## src/rtl/vga_sync_gen.sv

```systemverilog
// VGA raster timing generator: pixel-rate clock enable, scan counters and
// registered sync/blanking/strobe outputs, all decoded from next-state counts.
module vga_sync_gen #(
  parameter int unsigned H_ACTIVE = 640,
  parameter int unsigned H_FP     = 16,
  parameter int unsigned H_SYNC   = 96,
  parameter int unsigned H_BP     = 48,
  parameter int unsigned V_ACTIVE = 480,
  parameter int unsigned V_FP     = 10,
  parameter int unsigned V_SYNC   = 2,
  parameter int unsigned V_BP     = 33,
  parameter int unsigned CLK_DIV  = 2,
  parameter bit          HS_POL   = 1'b0,
  parameter bit          VS_POL   = 1'b0
) (
  input  logic        clk,
  input  logic        rst_n,
  output logic [10:0] pix_x,
  output logic [10:0] pix_y,
  output logic        hsync,
  output logic        vsync,
  output logic        video_on,
  output logic        pix_tick,
  output logic        line_start,
  output logic        frame_start
);

  localparam int unsigned HTotal = H_ACTIVE + H_FP + H_SYNC + H_BP;
  localparam int unsigned VTotal = V_ACTIVE + V_FP + V_SYNC + V_BP;
  localparam int unsigned DivW   = (CLK_DIV > 1) ? $clog2(CLK_DIV) : 1;

  localparam logic [DivW-1:0] DivLast = DivW'(CLK_DIV - 1);
  localparam logic [10:0] HLast    = 11'(HTotal - 1);
  localparam logic [10:0] VLast    = 11'(VTotal - 1);
  localparam logic [10:0] HAct     = 11'(H_ACTIVE);
  localparam logic [10:0] VAct     = 11'(V_ACTIVE);
  localparam logic [10:0] HsFirst  = 11'(H_ACTIVE + H_FP);
  localparam logic [10:0] HsLast   = 11'(H_ACTIVE + H_FP + H_SYNC - 1);
  localparam logic [10:0] VsFirst  = 11'(V_ACTIVE + V_FP);
  localparam logic [10:0] VsLast   = 11'(V_ACTIVE + V_FP + V_SYNC - 1);

  if (HTotal > 2047 || VTotal > 2047) begin : g_bad_total
    $error("vga_sync_gen: H_TOTAL/V_TOTAL must not exceed 2047");
  end
  if (CLK_DIV < 1) begin : g_bad_div
    $error("vga_sync_gen: CLK_DIV must be at least 1");
  end

  logic [DivW-1:0] div_q, div_d;
  logic [10:0]     h_q, h_d;
  logic [10:0]     v_q, v_d;
  logic            hs_q, hs_d;
  logic            vs_q, vs_d;
  logic            von_q, von_d;
  logic            tick_q, tick_d;
  logic            ls_q, ls_d;
  logic            fs_q, fs_d;
  logic            adv;

  always_comb begin
    adv   = (div_q == DivLast);
    div_d = adv ? '0 : div_q + DivW'(1);
    h_d   = h_q;
    v_d   = v_q;
    if (adv) begin
      if (h_q == HLast) begin
        h_d = '0;
        v_d = (v_q == VLast) ? '0 : v_q + 11'd1;
      end else begin
        h_d = h_q + 11'd1;
      end
    end
    // Decode from next counts so every output changes on the same edge.
    hs_d   = ((h_d >= HsFirst) && (h_d <= HsLast)) ? HS_POL : ~HS_POL;
    vs_d   = ((v_d >= VsFirst) && (v_d <= VsLast)) ? VS_POL : ~VS_POL;
    von_d  = (h_d < HAct) && (v_d < VAct);
    tick_d = adv;
    ls_d   = adv && (h_d == '0);
    fs_d   = adv && (h_d == '0) && (v_d == '0);
  end

  always_ff @(posedge clk or negedge rst_n) begin
    if (!rst_n) begin
      div_q  <= '0;
      h_q    <= HLast;
      v_q    <= VLast;
      hs_q   <= ~HS_POL;
      vs_q   <= ~VS_POL;
      von_q  <= 1'b0;
      tick_q <= 1'b0;
      ls_q   <= 1'b0;
      fs_q   <= 1'b0;
    end else begin
      div_q  <= div_d;
      h_q    <= h_d;
      v_q    <= v_d;
      hs_q   <= hs_d;
      vs_q   <= vs_d;
      von_q  <= von_d;
      tick_q <= tick_d;
      ls_q   <= ls_d;
      fs_q   <= fs_d;
    end
  end

  assign pix_x       = h_q;
  assign pix_y       = v_q;
  assign hsync       = hs_q;
  assign vsync       = vs_q;
  assign video_on    = von_q;
  assign pix_tick    = tick_q;
  assign line_start  = ls_q;
  assign frame_start = fs_q;

endmodule

```

## config.mk

```make
export PLATFORM = sky130hd
export DESIGN_NAME = vga_sync_gen
export DESIGN_NICKNAME = d
export VERILOG_FILES = /design/src/rtl/vga_sync_gen.sv
export SDC_FILE = /design/constraint.sdc
export NUM_CORES = 1
export LEC_CHECK = 0
export ABC_AREA = 0
export BUFFER_PORTS_ARGS = -buffer_cell sky130_fd_sc_hd__buf_4
export CELL_PAD_IN_SITES_DETAIL_PLACEMENT = 0
export CELL_PAD_IN_SITES_GLOBAL_PLACEMENT = 2
export CORE_ASPECT_RATIO = 0.75
export CORE_UTILIZATION = 31
export CTS_CLUSTER_DIAMETER = 30
export DETAILED_ROUTE_END_ITERATION = 12
export GPL_TIMING_DRIVEN = 0
export PLACE_DENSITY_LB_ADDON = 0.1
export RECOVER_POWER = 50
export SYNTH_ARGS = -nofsm -noshare
export SYNTH_HDL_FRONTEND = slang
export SYNTH_SLANG_ARGS = --single-unit
```

## constraint.sdc

```tcl
create_clock -name clk -period 2.35 [get_ports clk]
set_clock_uncertainty 0.2 [all_clocks]
set_input_delay 0 -clock clk [delete_from_list [all_inputs] [get_ports clk]]
set_output_delay 0 -clock clk [all_outputs]
set_load 0.005 [all_outputs]
```

# Yosys cells after proc, flatten, opt, wreduce, memory -nomap -nowiden
# Index checks and enable logic that the tools add are counted.
# op_classes
mux	8
reduce_logical	7
n_lt_le_gt_ge	6
eq_ne	2
add_sub_neg	3
# op_table
operator	n
11-bit 2-to-1 mux	5
11-bit by 1-bit adder with 11-bit output, second input constant	2
11-bit by 10-bit == test with 1-bit output, second input constant	2
11-bit zero test	2
11-bit by 10-bit greater-or-equal comparator with 1-bit output, second input constant	1
11-bit by 9-bit greater-or-equal comparator with 1-bit output, second input constant	1
11-bit by 10-bit less-or-equal comparator with 1-bit output, second input constant	1
11-bit by 9-bit less-or-equal comparator with 1-bit output, second input constant	1
11-bit by 10-bit < comparator with 1-bit output, second input constant	1
11-bit by 9-bit < comparator with 1-bit output, second input constant	1
1-bit logical AND	5
1-bit 2-to-1 mux	3
1-bit adder, second input constant	1
# word_totals
inputBits	2
wordCells	35
regBits	29
output_inout_bits	28

# Depth between registers and ports, before layout
# depth
word_depth	7
ltp_mapped	9
depth_no_buf	8

# Least setup slack after synthesis
# No wires, ideal clock.
# synth_path
path_type	register -> register
start	register h_q[0], in the netlist pix_x[0]
end	register von_q, in the netlist video_on
required_time_ns	2.056
arrival_ns	2.102
slack_ns	-0.046
stages_incl_launch_ff	9
period_less_slack_ns	2.396
path_buffers	1
setup_time_ns	0.094
cell_sequence	dfstp_2 ha_1 and3_1 nand4_2 buf_2 o21ai_0 o31ai_1 and4_1 a211oi_1
# synth_via
elab_chain_len	5
elab_cells_between_ends	9
classes_between	add/sub: 1; order compare: 2; eq/ne: 1; mux: 4; reduce/logical: 1
# synth_rtl
item	line	text
start: declaration	50	logic [10:0] h_q, h_d;
start signal: assignment	85	h_q <= HLast;
11-bit by 10-bit == test with 1-bit output	66	if (h_q == HLast) begin
11-bit 2-to-1 mux	66	
11-bit 2-to-1 mux	65	if (adv) begin
named net v_d[5]	51	logic [10:0] v_q, v_d;
11-bit by 9-bit < comparator with 1-bit output	76	von_d = (h_d < HAct) && (v_d < VAct);
1-bit logical AND	76	
named net von_d	54	logic von_q, von_d;
end signal: assignment	99	von_q <= von_d;
end: declaration	54	
# The timed path passes the listed nets, and every way through them passes these cells.

# Final worst setup path
# layout_path
start	register v_q[1], in the netlist pix_y[1]
end	register fs_q, in the netlist frame_start
# layout_via
elab_chain_len	6
elab_cells_between_ends	7
classes_between	add/sub: 1; eq/ne: 1; mux: 3; reduce/logical: 2
# layout_rtl
item	line	text
start: declaration	51	
start signal: assignment	86	v_q <= VLast;
start signal: assignment	96	v_q <= v_d;
11-bit by 1-bit adder with 11-bit output or 11-bit by 10-bit == test with 1-bit output (tied branches)	68	v_d = (v_q == VLast) ? '0 : v_q + 11'd1;
11-bit 2-to-1 mux (*)	68	
11-bit 2-to-1 mux (*)	66	
11-bit 2-to-1 mux (*)	65	
named net v_d[3]	51	
11-bit zero test (*)	79	fs_d = adv && (h_d == '0) && (v_d == '0);
1-bit logical AND (*)	79	
named net fs_d	57	logic fs_q, fs_d;
end signal: assignment	102	fs_q <= fs_d;
end: declaration	57	
# Mark *: on every way through the listed nets, which the timed path passes. The rest lies on a longest branch.

==> flow_summary_export.csv <==
group,metric,value,unit
layout,seqCellArea,743.2,sq um
global_routing,grt_pass1_wl,7824,microns
layout,n_antenna_cell,0,
global_routing,antenna_found_initial,0,
drt,wl_per_cell,16.01,microns
global_routing,grt_start_max_net_pins,22,
placed_design,gp_congestion,0.7489,
cts,clockBufferDepth,2,
global_routing,grt.total_usage,18.09,%
die,die_h,66.96,microns
pwr,power,926.8,uW
layout,design_area,2584,sq um
worst_setup_path,critical_path_class,"flop to flop",
drt,ant_nets,0,
cts,cts_tree,"built",
drt,vias_per_cell,5.196,
placed_design,preCtsSetupSlack,-357.4,ps
logic_synthesis,avgSynthCellArea,9.583,sq um
cts,cts_made_buffers,5,
drt,post-route-drc-count,0,
logic_synthesis,ys.flop_type,"dfrtp_1",
logic_synthesis,synth_top_area_share,24.39,%
run_status,status,"finished with violations",
global_routing,grt_overflow_total,0,
layout,layout_common_cells,"46 x buf_4, 18 x nand2_1, 15 x dfrtp_1",
cts,clk_latency,290,ps
layout,fin_nets,255,
timing,hold_viol_final,0,
worst_setup_path,crit_arrival,2390,ps
worst_setup_path,worst-path-stages,9,
die,initial_utilization,32.41,%
worst_setup_path,max_stage_delay,460,ps
timing,slew_violations,0,
layout,syn2layout_area_growth,48.13,%
timing,clock.fmax,424.2,MHz
timing,setup_viol,1,
cts,htreeDepth,2,
drt,routed_wl,5220,microns
worst_setup_path,start_kind,"flop",
layout,n_fill_cell,539,
worst_setup_path,critPathCaptureType,"flop",
timing,rsz0062_at_grt,"yes",
drt,vias,1694,
timing,worst_pin_slew,540.6,ps
timing,slew_headroom,63.79,%
logic_synthesis,synth_area_leaders,"dfrtp_1 24%, dfstp_2 18%, nand2_1 4.1%",
layout,multi_input_area,1120,sq um
run_status,violations,"setup timing",
worst_setup_path,crit_family,"simple AND/OR/NAND/NOR gates",
logic_synthesis,synth_edf_count,0,
placed_design,dp_hpwl,3417,microns
worst_setup_path,r2r_cells,9,
timing,min_period,2357,ps
worst_setup_path,critPathSlowestCell,"or4b_4",
worst_setup_path,path_cells,"inv_2 > ha_4 > or4b_4 > nor4_4 > buf_4 > a2bb2oi_4 > o31ai_4 > nor3_2 > and4_1",
die,die_w,88.62,microns
logic_synthesis,seq_area_frac_synth,42.47,%
timing,fin_ws,-7.224,ps
pwr,p_leak,0.001090,uW
cts,cts_root_buffer,"clkbuf_8",
layout,layout-drive-gt1-share,48.21,%
logic_synthesis,async_flop_share,100.0,%
cts,path_clk_slew,70,ps
run,max_cap_viol_count,0,
die,rows,23,
logic_synthesis,syn-instance-count,182,
global_routing,first_global_vias,1467,
pwr,vdd.ir_drop.worst,0.0003237,V
worst_setup_path,crit_fanout,4,
logic_synthesis,synth.distinct_cells,53,
logic_synthesis,ys_ff_latch,29,
worst_setup_path,r2r_setup_slack,-7,ps
placed_design,port_buffers,29,
logic_synthesis,syn_area,1744,sq um
pwr,power_density,358.7,nW/um^2
drt,dr.pass1.iters,4,
logic_synthesis,synthesis.nets,187,
placed_design,dpl_cell_area,2063,sq um
worst_setup_path,required,2380,ps
timing,fin_crit_sh,100.3,%
logic_synthesis,synth-warning-count,0,
die,dieArea,5934,sq um
layout,final_util,48.01,%
cts,clock_sinks,29,
die,core_area,5381,sq um
hold_path,hold_class,"flop to flop",
logic_synthesis,synth_top_area_cell,"dfrtp_1",
worst_setup_path,crit_buf_inv,2,
die,io_pins,30,
layout,layout_commonest_cell,"buf_4",
drt,drt_iter0_drc,73,
hold_path,hold_depth,0,
routing by layer:
metal / wire length [microns] / vias to the layer above / GRT usage [%]
li1: - / 816 / -
met4: 40 / 0 / 4.839
met3: 197 / 5 / 5.081
met2: 2215 / 35 / 23.94
met1: 2767 / 838 / 27.81
met5: 0 / - / 0
report_power, final:
| part | leakage (uW) | switching (uW) | internal [uW] | total (uW) |
|---|---|---|---|---|
| clock | 0.0000439 | 207 | 204 | 411 |
| sequential | 0.000350 | 0 | 500 | 500 |
| combinational | 0.000695 | 10.9 | 4.40 | 15.3 |
sequential cells by signal, indices dropped and copies added (netlist names):
name         count
adv              1
frame_start      1
hsync            1
line_start       1
pix_tick         1
pix_x           11
pix_y           11
video_on         1
vsync            1
cell type report:
| type | instances | share of cell area (%) |
|---|---|---|
| clock buffers | 5 | 2.663 |
| well taps | 75 | 3.632 |
| multi-input cells | 139 | 43.34 |
| inverters | 6 | 0.8717 |
| plain buffers | 6 | 1.840 |
| flip-flops and latches | 29 | 28.77 |
| clock inverters | 3 | 0.6780 |
| repair buffers | 63 | 18.21 |
per-stage QoR:
stage | hold slack, ps | setup TNS, ps | instances
global route | 213.0 | -269.5 | 326
CTS | 181.2 | -91.16 | 307
detailed placement | -243.7 | -1104 | 286
floorplan | -495.6 | 0 | 182
finish | 179.7 | -7.224 | 326
global placement | -246.2 | -1026 | 286
kinds of logic (layout without fill, tap and decap cells):
logic type | count (synthesis) | after routing | synth area share [%]
AOI/OAI and AO/OA | 39 | 39 | 15.35
xor gates and xnor gates | 12 | 12 | 6.026
adders and majority gates | 3 | 3 | 2.152
buffers and inverters | 14 | 83 | 3.730
DFF | 29 | 29 | 42.47
muxes | 3 | 3 | 1.937
and+or+nand+nor | 82 | 82 | 28.34
cell usage after synthesis (3+ instances only):
cell type / instances
dfstp_2: 12
ha_1: 3
nor3_1: 6
nand3_1: 8
buf_2: 6
a21oi_1: 3
o211ai_1: 3
xor2_1: 6
nand2_1: 19
nor2_1: 11
o31ai_1: 4
xnor2_1: 6
and4_1: 5
mux2_2: 3
o21ai_0: 11
or3_1: 3
nand4_1: 5
and3_1: 4
inv_1: 6
dfrtp_1: 17
worst paths after layout:
check | endpoint | start
worst min register to register | pix_tick | adv
worst max-delay path | frame_start | pix_y[1]
worst max register to register | frame_start | pix_y[1]
worst min-delay path | pix_tick | adv
min in group asynchronous | pix_y[0] | rst_n
max in group asynchronous | pix_tick | rst_n
worst register-to-register path: stages, from the launching register on:
cell	delay, ps
dfrtp_1	400
inv_2	80
ha_4	130
or4b_4	470
nor4_4	260
buf_4	190
a2bb2oi_4	160
o31ai_4	110
nor3_2	100
and4_1	200
repair_timing:
item,4_1_cts,5_1_grt
endpoints found under the hold margin,29,0
buffers inserted,12,18
setup endpoints to repair,6,7
gates cloned,0,1
hold buffers,3,0
resized for setup,16,25
pin swaps,5,8
Note: power is estimated with default switching activity, not from simulation.
